===== src/rtl/pr_bus_pkg.sv =====
// pr_bus_pkg: shared FSM states, master ids, default timer bases and address decode for the bus arbiter
package pr_bus_pkg;
  typedef enum logic [1:0] {IDLE, ACCESS, RESP} state_t;
  localparam logic M0 = 1'b0;
  localparam logic M1 = 1'b1;
  localparam logic [31:0] TIMER0_BASE_DEF = 32'h0000_7F00;
  localparam logic [31:0] TIMER1_BASE_DEF = 32'h0000_7F10;
  function automatic logic [1:0] decode_hit(input logic [31:0] addr, input logic [31:0] t0, input logic [31:0] t1);
    return (addr[31:4] == t0[31:4]) ? 2'b01 : (addr[31:4] == t1[31:4]) ? 2'b10 : 2'b00;
  endfunction
endpackage


===== src/rtl/rr_arb2.sv =====
// rr_arb2: two-way round-robin arbiter; a tie goes to the master not granted last
module rr_arb2
  import pr_bus_pkg::*;
(
  input  logic       clk,
  input  logic       reset,
  input  logic [1:0] req,
  input  logic       take,
  output logic [1:0] gnt
);
  logic last;
  logic win;
  always_comb begin
    win = (req[0] & req[1]) ? ~last : req[1];
    gnt = (|req) ? (win ? 2'b10 : 2'b01) : 2'b00;
  end
  always_ff @(posedge clk or posedge reset)
    if (reset) last <= M1;
    else if (take && |req) last <= win;
endmodule


===== src/rtl/pr_bus_arbiter.sv =====
// pr_bus_arbiter: arbitrates two masters onto two timer devices with a 3-cycle access FSM and registered interrupt pending
module pr_bus_arbiter
  import pr_bus_pkg::*;
#(
  parameter logic [31:0] TIMER0_BASE = TIMER0_BASE_DEF,
  parameter logic [31:0] TIMER1_BASE = TIMER1_BASE_DEF
) (
  input  logic         clk,
  input  logic         reset,
  input  logic         m0_req,
  input  logic         m0_we,
  input  logic [31:0]  m0_addr,
  input  logic [31:0]  m0_wd,
  output logic         m0_done,
  output logic [31:0]  m0_rd,
  output logic         m0_err,
  input  logic         m1_req,
  input  logic         m1_we,
  input  logic [31:0]  m1_addr,
  input  logic [31:0]  m1_wd,
  output logic         m1_done,
  output logic [31:0]  m1_rd,
  output logic         m1_err,
  output logic [1:0]   dev_sel,
  output logic         dev_we,
  output logic [1:0]   dev_addr,
  output logic [31:0]  dev_wd,
  input  logic [31:0]  dev_rd0,
  input  logic [31:0]  dev_rd1,
  input  logic [1:0]   irq_dev,
  output logic [15:10] Pr_IP
);
  state_t      state, state_nx;
  logic [1:0]  gnt;
  logic        win_q, we_q, err_q;
  logic [1:0]  sel_q, idx_q;
  logic [31:0] wd_q, rd_q;
  logic [31:0] addr_c;
  logic [1:0]  hit_c;
  logic        err_c, acc, resp;
  rr_arb2 u_arb (
    .clk   (clk),
    .reset (reset),
    .req   ({m1_req, m0_req}),
    .take  (state == IDLE),
    .gnt   (gnt)
  );
  always_comb begin
    addr_c   = gnt[1] ? m1_addr : m0_addr;
    hit_c    = decode_hit(addr_c, TIMER0_BASE, TIMER1_BASE);
    err_c    = (hit_c == 2'b00) || (addr_c[1:0] != 2'b00) || (addr_c[3:2] == 2'b11);
    state_nx = (state == IDLE) ? ((|gnt) ? ACCESS : IDLE) : (state == ACCESS) ? RESP : IDLE;
    acc      = (state == ACCESS) && !err_q;
    resp     = (state == RESP);
    dev_sel  = acc ? sel_q : 2'b00;
    dev_we   = acc & we_q;
    dev_addr = (state == ACCESS) ? idx_q : 2'b00;
    dev_wd   = (state == ACCESS) ? wd_q : 32'h0;
    m0_done  = resp & (win_q == M0);
    m1_done  = resp & (win_q == M1);
    m0_rd    = m0_done ? rd_q : 32'h0;
    m1_rd    = m1_done ? rd_q : 32'h0;
    m0_err   = m0_done & err_q;
    m1_err   = m1_done & err_q;
  end
  always_ff @(posedge clk or posedge reset)
    if (reset) state <= IDLE;
    else state <= state_nx;
  // request fields are only sampled in IDLE, so later req changes have no effect
  always_ff @(posedge clk or posedge reset)
    if (reset) begin
      win_q <= M0;
      we_q  <= 1'b0;
      err_q <= 1'b0;
      sel_q <= 2'b00;
      idx_q <= 2'b00;
      wd_q  <= 32'h0;
      rd_q  <= 32'h0;
    end else if (state == IDLE && |gnt) begin
      win_q <= gnt[1];
      we_q  <= gnt[1] ? m1_we : m0_we;
      wd_q  <= gnt[1] ? m1_wd : m0_wd;
      idx_q <= addr_c[3:2];
      sel_q <= hit_c;
      err_q <= err_c;
    end else if (state == ACCESS) begin
      rd_q <= (!we_q && !err_q) ? (sel_q[0] ? dev_rd0 : dev_rd1) : 32'h0;
    end
  always_ff @(posedge clk or posedge reset)
    if (reset) Pr_IP <= 6'b0;
    else Pr_IP <= {4'b0000, irq_dev};
endmodule


===== config.mk =====
export PLATFORM = sky130hd
export DESIGN_NAME = pr_bus_arbiter
export DESIGN_NICKNAME = d
export VERILOG_FILES = /design/src/rtl/pr_bus_pkg.sv /design/src/rtl/rr_arb2.sv /design/src/rtl/pr_bus_arbiter.sv
export SDC_FILE = /design/constraint.sdc
export NUM_CORES = 1
export LEC_CHECK = 0
export BUFFER_PORTS_ARGS = -buffer_cell sky130_fd_sc_hd__buf_2
export CAP_MARGIN = 20
export CORE_AREA = 2 2 119 121
export CTS_BUF_LIST = sky130_fd_sc_hd__clkbuf_8
export DETAILED_ROUTE_END_ITERATION = 10
export DIE_AREA = 0 0 121 123
export PLACE_DENSITY_LB_ADDON = 0.15
export SLEW_MARGIN = 20
export SYNTH_ARGS = -nofsm -noshare
export SYNTH_HDL_FRONTEND = slang
export SYNTH_SLANG_ARGS = --single-unit
export TNS_END_PERCENT = 30

===== constraint.sdc =====
create_clock -name clk -period 7 [get_ports clk]
set_clock_uncertainty 0.1 [all_clocks]
set_input_delay 1.05 -clock clk [delete_from_list [all_inputs] [get_ports clk]]
set_output_delay 1.05 -clock clk [all_outputs]
set_load 0.01 [all_outputs]

* After elaboration in Yosys (flattened, before gate mapping) *
Cells that the tools add are included.
W data, S select, Z words.

word-level totals
  word-level logic and storage cells = 56
  register bits = 76
  output and inout bits = 111

operators by class
  equal/unequal tests = 5
  reductions and logical operators = 14
  mux-type cells = 18
  bitwise logic cells = 9

operator list
  cell                    count
  $mux W32                7
  $eq A28 B11 Y1 const B  2
  $mux W2                 8
  $and A1 B1 Y1           6
  $eq A2 B2 Y1 const B    2
  $logic_and A1 B1 Y1     4
  $logic_not A2 Y1        2
  $reduce_or A2 Y1        2
  $mux W1                 3
  $not A1 Y1              3
  $eq A2 B1 Y1 const B    1
  $logic_not A1 Y1        2
  $logic_or A1 B1 Y1      2
  $reduce_and A2 Y1       1
  $reduce_bool A2 Y1      1

* Logic depth before layout (Yosys ltp) *
Gate-level depths: netlist of the first run.

  depth after elaboration = 11
  gate-level depth with buffers = 7
  gate-level depth less buffers = 5

* By module *
A second synthesis of the first run with hierarchy kept.

unflattened totals
  cell total of the unflattened synthesis = 469
  area total of the unflattened synthesis = 4,290.4 sq um

modules (own cells, without submodules)
  module          times used  cells an instance  area each (sq um)
  pr_bus_arbiter  1           462                4,230.3
  rr_arb2         1           7                  60.1

* Worst setup path before layout of the first run *
Ideal clock, no wire load.

  path type = register to output
  from = reg state[0]
  to = out m0_rd[22]
  arrival time = 1.213 ns
  cell stages (with the launch flop) = 4
  required time = 5.850 ns
  buffers on the path = 1
  setup slack = 4.637 ns
  cell sequence = dfrtp_1 -> nor3b_1 -> buf_2 -> and2_1

on the way
  longest elaborated chain between the ends = 3

ends and longest elaborated chain
  element                   line                  source
  start: declaration        pr_bus_arbiter.sv:33  state_t state, state_nx;
  start signal: assignment  pr_bus_arbiter.sv:68  else state <= state_nx;
  $eq A2 B2 Y1              pr_bus_arbiter.sv:54  resp = (state == RESP);
  $and A1 B1 Y1             pr_bus_arbiter.sv:59  m0_done = resp & (win_q == M0);
  net m0_done               pr_bus_arbiter.sv:14  output logic m0_done,
  $mux W32                  pr_bus_arbiter.sv:61  m0_rd = m0_done ? rd_q : 32'h0;
  end: declaration          pr_bus_arbiter.sv:15  output logic [31:0] m0_rd,

The timed path passes the listed nets, and every way through them passes these cells.

* Worst setup path after layout of the first run *
  from = reg state[0]
  to = out m1_rd[21]

on the way
  longest elaborated chain between the ends = 3

ends and longest elaborated chain
  element           line                  source
  $eq A2 B2 Y1      pr_bus_arbiter.sv:54
  $and A1 B1 Y1     pr_bus_arbiter.sv:60  m1_done = resp & (win_q == M1);
  $mux W32          pr_bus_arbiter.sv:62  m1_rd = m1_done ? rd_q : 32'h0;
  end: declaration  pr_bus_arbiter.sv:22  output logic [31:0] m1_rd,

Every way passes these cells.

==> results of run 1 <==
-- tightest hold or removal path, delay by kind of cell, from the launching register on --
family / cells / cell delay [ns]
compound gates: 1 / 0.05
flops: 1 / 0.35
simple gates: 1 / 0.07
-- where the power goes --
part	internal [mW]	total, mW	switching [mW]
clock network	0.171	0.336	0.164
logic	0.253	0.645	0.393
registers	0.558	0.624	0.0661
total	0.982	1.60	0.623
-- through the flow --
stage | area (um2) | hold WS (ns) | instances | power (mW)
after floorplan | 4420 | 0.342 | 506 | 1.04
after global placement | 5990 | 0.373 | 955 | 1.27
after detailed placement | 5990 | 0.378 | 955 | 1.29
after CTS | 6190 | 0.399 | 971 | 1.63
after global routing | 6190 | 0.428 | 971 | 1.73
final | 6190 | 0.395 | 971 | 1.60
-- kinds of logic after synthesis --
logic type      synth area share (%)
compound gates                  13.4
buf+inv                         5.20
flops                           43.2
mux                             7.53
simple gates                    30.6
other cells                   0.0851
-- path summary, 6_finish.rpt --
check | end | cells past startpoint
worst min register to register | rd_q[9]$_DFFE_PP0P_ | 2
max in group asynchronous | sel_q[0]$_DFFE_PP0P_ | 3
min in group asynchronous | wd_q[31]$_DFFE_PP0P_ | 3
worst max-delay path | m1_rd[21] | 3
worst min-delay path | rd_q[9]$_DFFE_PP0P_ | 2
worst max register to register | err_q$_DFFE_PP0P_ | 5
-- sequential cells by signal (all words and copies together), names as in the netlist --
register / flops
wd_q: 32
Pr_IP: 2
we_q: 1
win_q: 1
rd_q: 32
state: 2
idx_q: 2
u_arb.last: 1
err_q: 1
sel_q: 2
-- placed cells by master (no fill, tap or decap), drive strengths merged --
cell      count
nor4b         2
nand4         6
o211ai        1
conb          4
and2        100
clkbuf       10
a2111oi       2
nand2b        1
dfrtp        75
a31oi        35
o32a          1
a21boi        1
a21bo         1
o22a          1
bufinv        1
or3           3
and3b         1
inv           3
clkinv        3
clkinvlp      2
o21ai        37
nor4          6
nor3          2
o31ai         1
mux2i        32
nor3b         4
mux2          1
nor2         39
dfstp         1
buf         309
nand2       106
-- layer usage --
layer	part of all wire [%]	vias up	global-route usage, %
li1	-	2238	-
met5	0	-	0
met2	51	217	34.1
met3	8.5	14	4.24
met4	1.4	0	5.45
met1	39	2071	20.7
-- cell type report --
cell class	instances	area, um2	share of cell area (%)
Multi-Input combinational cell	387	2300	37.1
Sequential cell	76	1900	30.8
Timing Repair Buffer	309	1550	25.1
Tap cell	180	225	3.64
Clock buffer	10	138	2.22
Clock inverter	6	57.6	0.930
Inverter	3	13.8	0.222
==> impl_metrics.tcl, run 1 <==
set metrics [dict create \
    status "finished, final reports clean" \
    critPathKind "reg2out" \
    slew_headroom_pct 30.9 \
    cp_num_buf_inv 1 \
    routedWlPerCell_um 14.5 \
    rr_startpoint "state[0]$_DFF_PP0_" \
    diodes 0 \
    hold_start "rd_q[9]$_DFFE_PP0P_" \
    setup_viol 0 \
    netlist_top_cells_area "dfrtp_1 43%, and2_1 14%, nand2_1 9.0%, mux2i_1 7.3%, o21ai_2 6.0%" \
    clockBufferDepth 2 \
    min_path_type "reg2reg" \
    die_w_um 121 \
    path_delay_family "simple AND/OR/NAND/NOR gates" \
    globalRouteOverflowTotal 0 \
    nets 986 \
    peakVddDrop_mv 0.139 \
    hold_viol_final 0 \
    synthesis.area_um2 4400 \
    gp_congestion 0.843 \
    cp-startpoint "state[0]$_DFF_PP0_" \
    r2r_slack_ns 4.72 \
    fp.dieH_um 123 \
    syn_area_per_cell_um2 8.76 \
    num_rows 43 \
    ctsRootBufferMaster "clkbuf_8" \
    setup_slack_ns 3.81 \
    post-place-ws_ns 3.97 \
    critical_path_required_ns 5.85 \
    vias_per_cell 4.68 \
    synth_top_flop_cell "dfrtp_1" \
    cp_data_arrival_time_ns 2.04 \
    initial_core_util_pct 32.4 \
    port_buffers 306 \
    area_growth_pct 40.5 \
    p_leak_nw 3.25 \
    n_fill_cell 1353 \
    grt_max_degree 77 \
    wl_um 14100 \
    insertion_delay_ns 0.35 \
    yosysMostFrequentCell "nand2_1" \
    clock_sinks 76 \
    htreeDepth 3 \
    fmax_ghz 0.313 \
    dieArea_um2 14900 \
    rsz0062_at_grt "false" \
    numCtsBuffers 9 \
    yosysSeqAreaShare_pct 43.2 \
    ys_ff_latch 76 \
    setup_tns_ns 0 \
    cts_tree "done" \
    cts-resized-gates 0 \
    drtAntennaViolNets 0 \
    worstMarginPinSlew_ns 1.03 \
    cts_setup_buffers 0 \
    synth_commonest_cells "106 x nand2_1, 100 x and2_1, 75 x dfrtp_1, 39 x nor2_1, 35 x a31oi_1" \
    cts_hold_buf 0 \
    fin_crit_sh_pct 45.6 \
    powerDensity_nw_per_um2 259 \
    first_global_vias 4249 \
    drc 0 \
    synthArstFlopShare_pct 100 \
    clk_pin_slew_ns 0.08 \
    dr.pass1.iters 4 \
    start_kind "flop" \
    synth_edf_count 0 \
    cp_max_fo 34 \
    via_count 4540 \
    crit_slowest_cell "and3b_1" \
    final_layout_size_suffix_gt1_share_pct 45.9 \
    grt.total_usage_pct 18.3 \
    core_area_um2 13600 \
    yosysUniqueCellTypes 35 \
    path_cells "and3b_1 -> and2_1 -> buf_2" \
    synth_area_leader_cell "dfrtp_1" \
    critPathCaptureType "primary output" \
    synthDominantCellAreaShare_pct 42.6 \
    fin_crit_ns 3.19 \
    slew_viol_final 0 \
    drt_iter0_drc 223 \
    hpwl_um 10600 \
    antenna_found_initial 0 \
    yosysWarnings 0 \
    ios 311 \
    max_stage_delay_ns 0.88 \
    grt_first_pass_wirelength_um 21400 \
    syn_inst 503 \
    utilization_pct 45.5 \
    drv_cap 0 \
]
(Power assumes the default switching activity.)
==> run 2, diff against run 1 <==
- clock period: 7 -> 3 ns (I/O delays scaled with it)
==> run 2 against run 1 <==
  * Wire length is 1.1% lower
  * Non-clock buffer count is 6 higher
  * Power is 130% higher
  * Largest power group unchanged
  * Design area is 0.69% higher
==> impl_metrics.tcl, run 2 (synthesis results as in run 1) <==
set metrics [dict create \
    slew_viol_final 0 \
    routedWlPerCell_um 14.3 \
    insertion_delay_ns 0.35 \
    fin_crit_sh_pct 75.1 \
    globalRouteOverflowTotal 0 \
    port_buffers 306 \
    clock_sinks 76 \
    post-place-ws_ns 1.06 \
    area_growth_pct 41.5 \
    grt_first_pass_wirelength_um 21400 \
    htreeDepth 3 \
    numCtsBuffers 9 \
    clk_pin_slew_ns 0.08 \
    reg_top3 "rd_q: 32 flops, wd_q: 32 flops" \
    die_w_um 121 \
    grt.total_usage_pct 18.4 \
    first_global_vias 4347 \
    slew_headroom_pct 57.5 \
    drt_iter0_drc 150 \
    diodes 0 \
    antenna_found_initial 0 \
    worstMarginPinSlew_ns 0.637 \
    p_leak_nw 3.28 \
    cts_tree "done" \
    dr.pass1.iters 4 \
    drtAntennaViolNets 0 \
    peakVddDrop_mv 0.343 \
    setup_tns_ns 0 \
    path_cells "nand2b_1 -> inv_1 -> buf_4 -> and2_1 -> buf_2" \
    hold_viol_final 0 \
    ctsRootBufferMaster "clkbuf_8" \
    fmax_ghz 0.444 \
    wl_um 14000 \
    final_layout_size_suffix_gt1_share_pct 46.2 \
    dieArea_um2 14900 \
    grt_max_degree 50 \
    utilization_pct 45.8 \
    min_path_type "in2async" \
    setup_viol 0 \
    clockBufferDepth 2 \
    powerDensity_nw_per_um2 594 \
    hpwl_um 10700 \
    cts_setup_buffers 0 \
    cts-resized-gates 0 \
    r2r_slack_ns 1.11 \
    rsz0062_at_grt "false" \
    initial_core_util_pct 32.4 \
    setup_slack_ns 0.748 \
    num_rows 43 \
    cp_num_buf_inv 3 \
    gp_congestion 0.848 \
    core_area_um2 13600 \
    path_delay_family "buffers and inverters" \
    final_cell_mix "306 x buf_2, 106 x nand2_1, 100 x and2_1" \
    cp_data_arrival_time_ns 1.70 \
    vias_per_cell 4.66 \
    fp.dieH_um 123 \
    max_stage_delay_ns 0.40 \
    fin_crit_ns 2.25 \
    status "finished, final reports clean" \
    critical_path_required_ns 2.45 \
    crit_slowest_cell "dfrtp_1" \
    nets 992 \
    cp_max_fo 27 \
    cts_hold_buf 0 \
    ios 311 \
    via_count 4549 \
    critPathCaptureType "primary output" \
    drc 0 \
    start_kind "flop" \
    final_common_cell "buf_2" \
    power.total_mw 3.70 \
    n_fill_cell 1375 \
    drv_cap 0 \
    critPathKind "reg2out" \
]
-- run 2: cell count changes in the layout (fill, tap and decap cells not counted), sizes merged --
cell      before  now
clkinvlp       2    0
clkbuf        10   11
inv            3    4
bufinv         1    0
buf          309  315
-- run 2: worst reg2reg max path, stage by stage (launching register included) --
cell	delay, ns
dfrtp_1	0.41
nand2b_1	0.10
buf_4	0.35
or3_4	0.56
o21ai_0	0.22
-- run 2: layout make-up --
type	instances	area (um2)	share of cell area, %
sequential	76	1900	30.6
clock buffer	11	151	2.43
clock inverter	4	17.5	0.281
tap	180	225	3.61
inverter	3	12.5	0.201
timing repair buffer	315	1620	26.1
multi-input combinational	387	2300	36.8
-- run 2: path summary, 6_finish.rpt --
check,start,end,depth (start not counted)
worst max-delay path,state[1]$_DFF_PP0_,dev_wd[9],5
min in group clk,irq_dev[1],Pr_IP[11]$_DFF_PP0_,1
worst min register to register,rd_q[18]$_DFFE_PP0P_,rd_q[18]$_DFFE_PP0P_,2
max in group asynchronous,reset,u_arb.last$_DFFE_PP1P_,3
worst min-delay path,reset,rd_q[21]$_DFFE_PP0P_,2
worst max register to register,state[0]$_DFF_PP0_,rd_q[30]$_DFFE_PP0P_,4
-- run 2: report_power, final --
part           internal (mW)  switching, mW  total, mW
sequential              1.30          0.150       1.45
combinational          0.631          0.923       1.55
clock                  0.333          0.366      0.699
total                   2.26           1.44       3.70
-- run 2: metrics by stage --
stage          hold WS (ns)  cells  cell area (um2)
3_3_place_gp          0.371    961             6060
3_5_place_dp          0.370    961             6060
5_1_grt              0.0824    976             6230
2_1_floorplan         0.342    506             4420
6_report             0.0587    976             6230
4_1_cts              0.0610    976             6230
-- run 2: routing by layer --
layer / global-route usage (%) / share of wire [%] / up-vias
met3: 4.34 / 8.6 / 19
met1: 22.0 / 40 / 2050
li1: - / - / 2264
met4: 5.96 / 1.8 / 0
met5: 0 / 0 / -
met2: 32.5 / 49 / 216
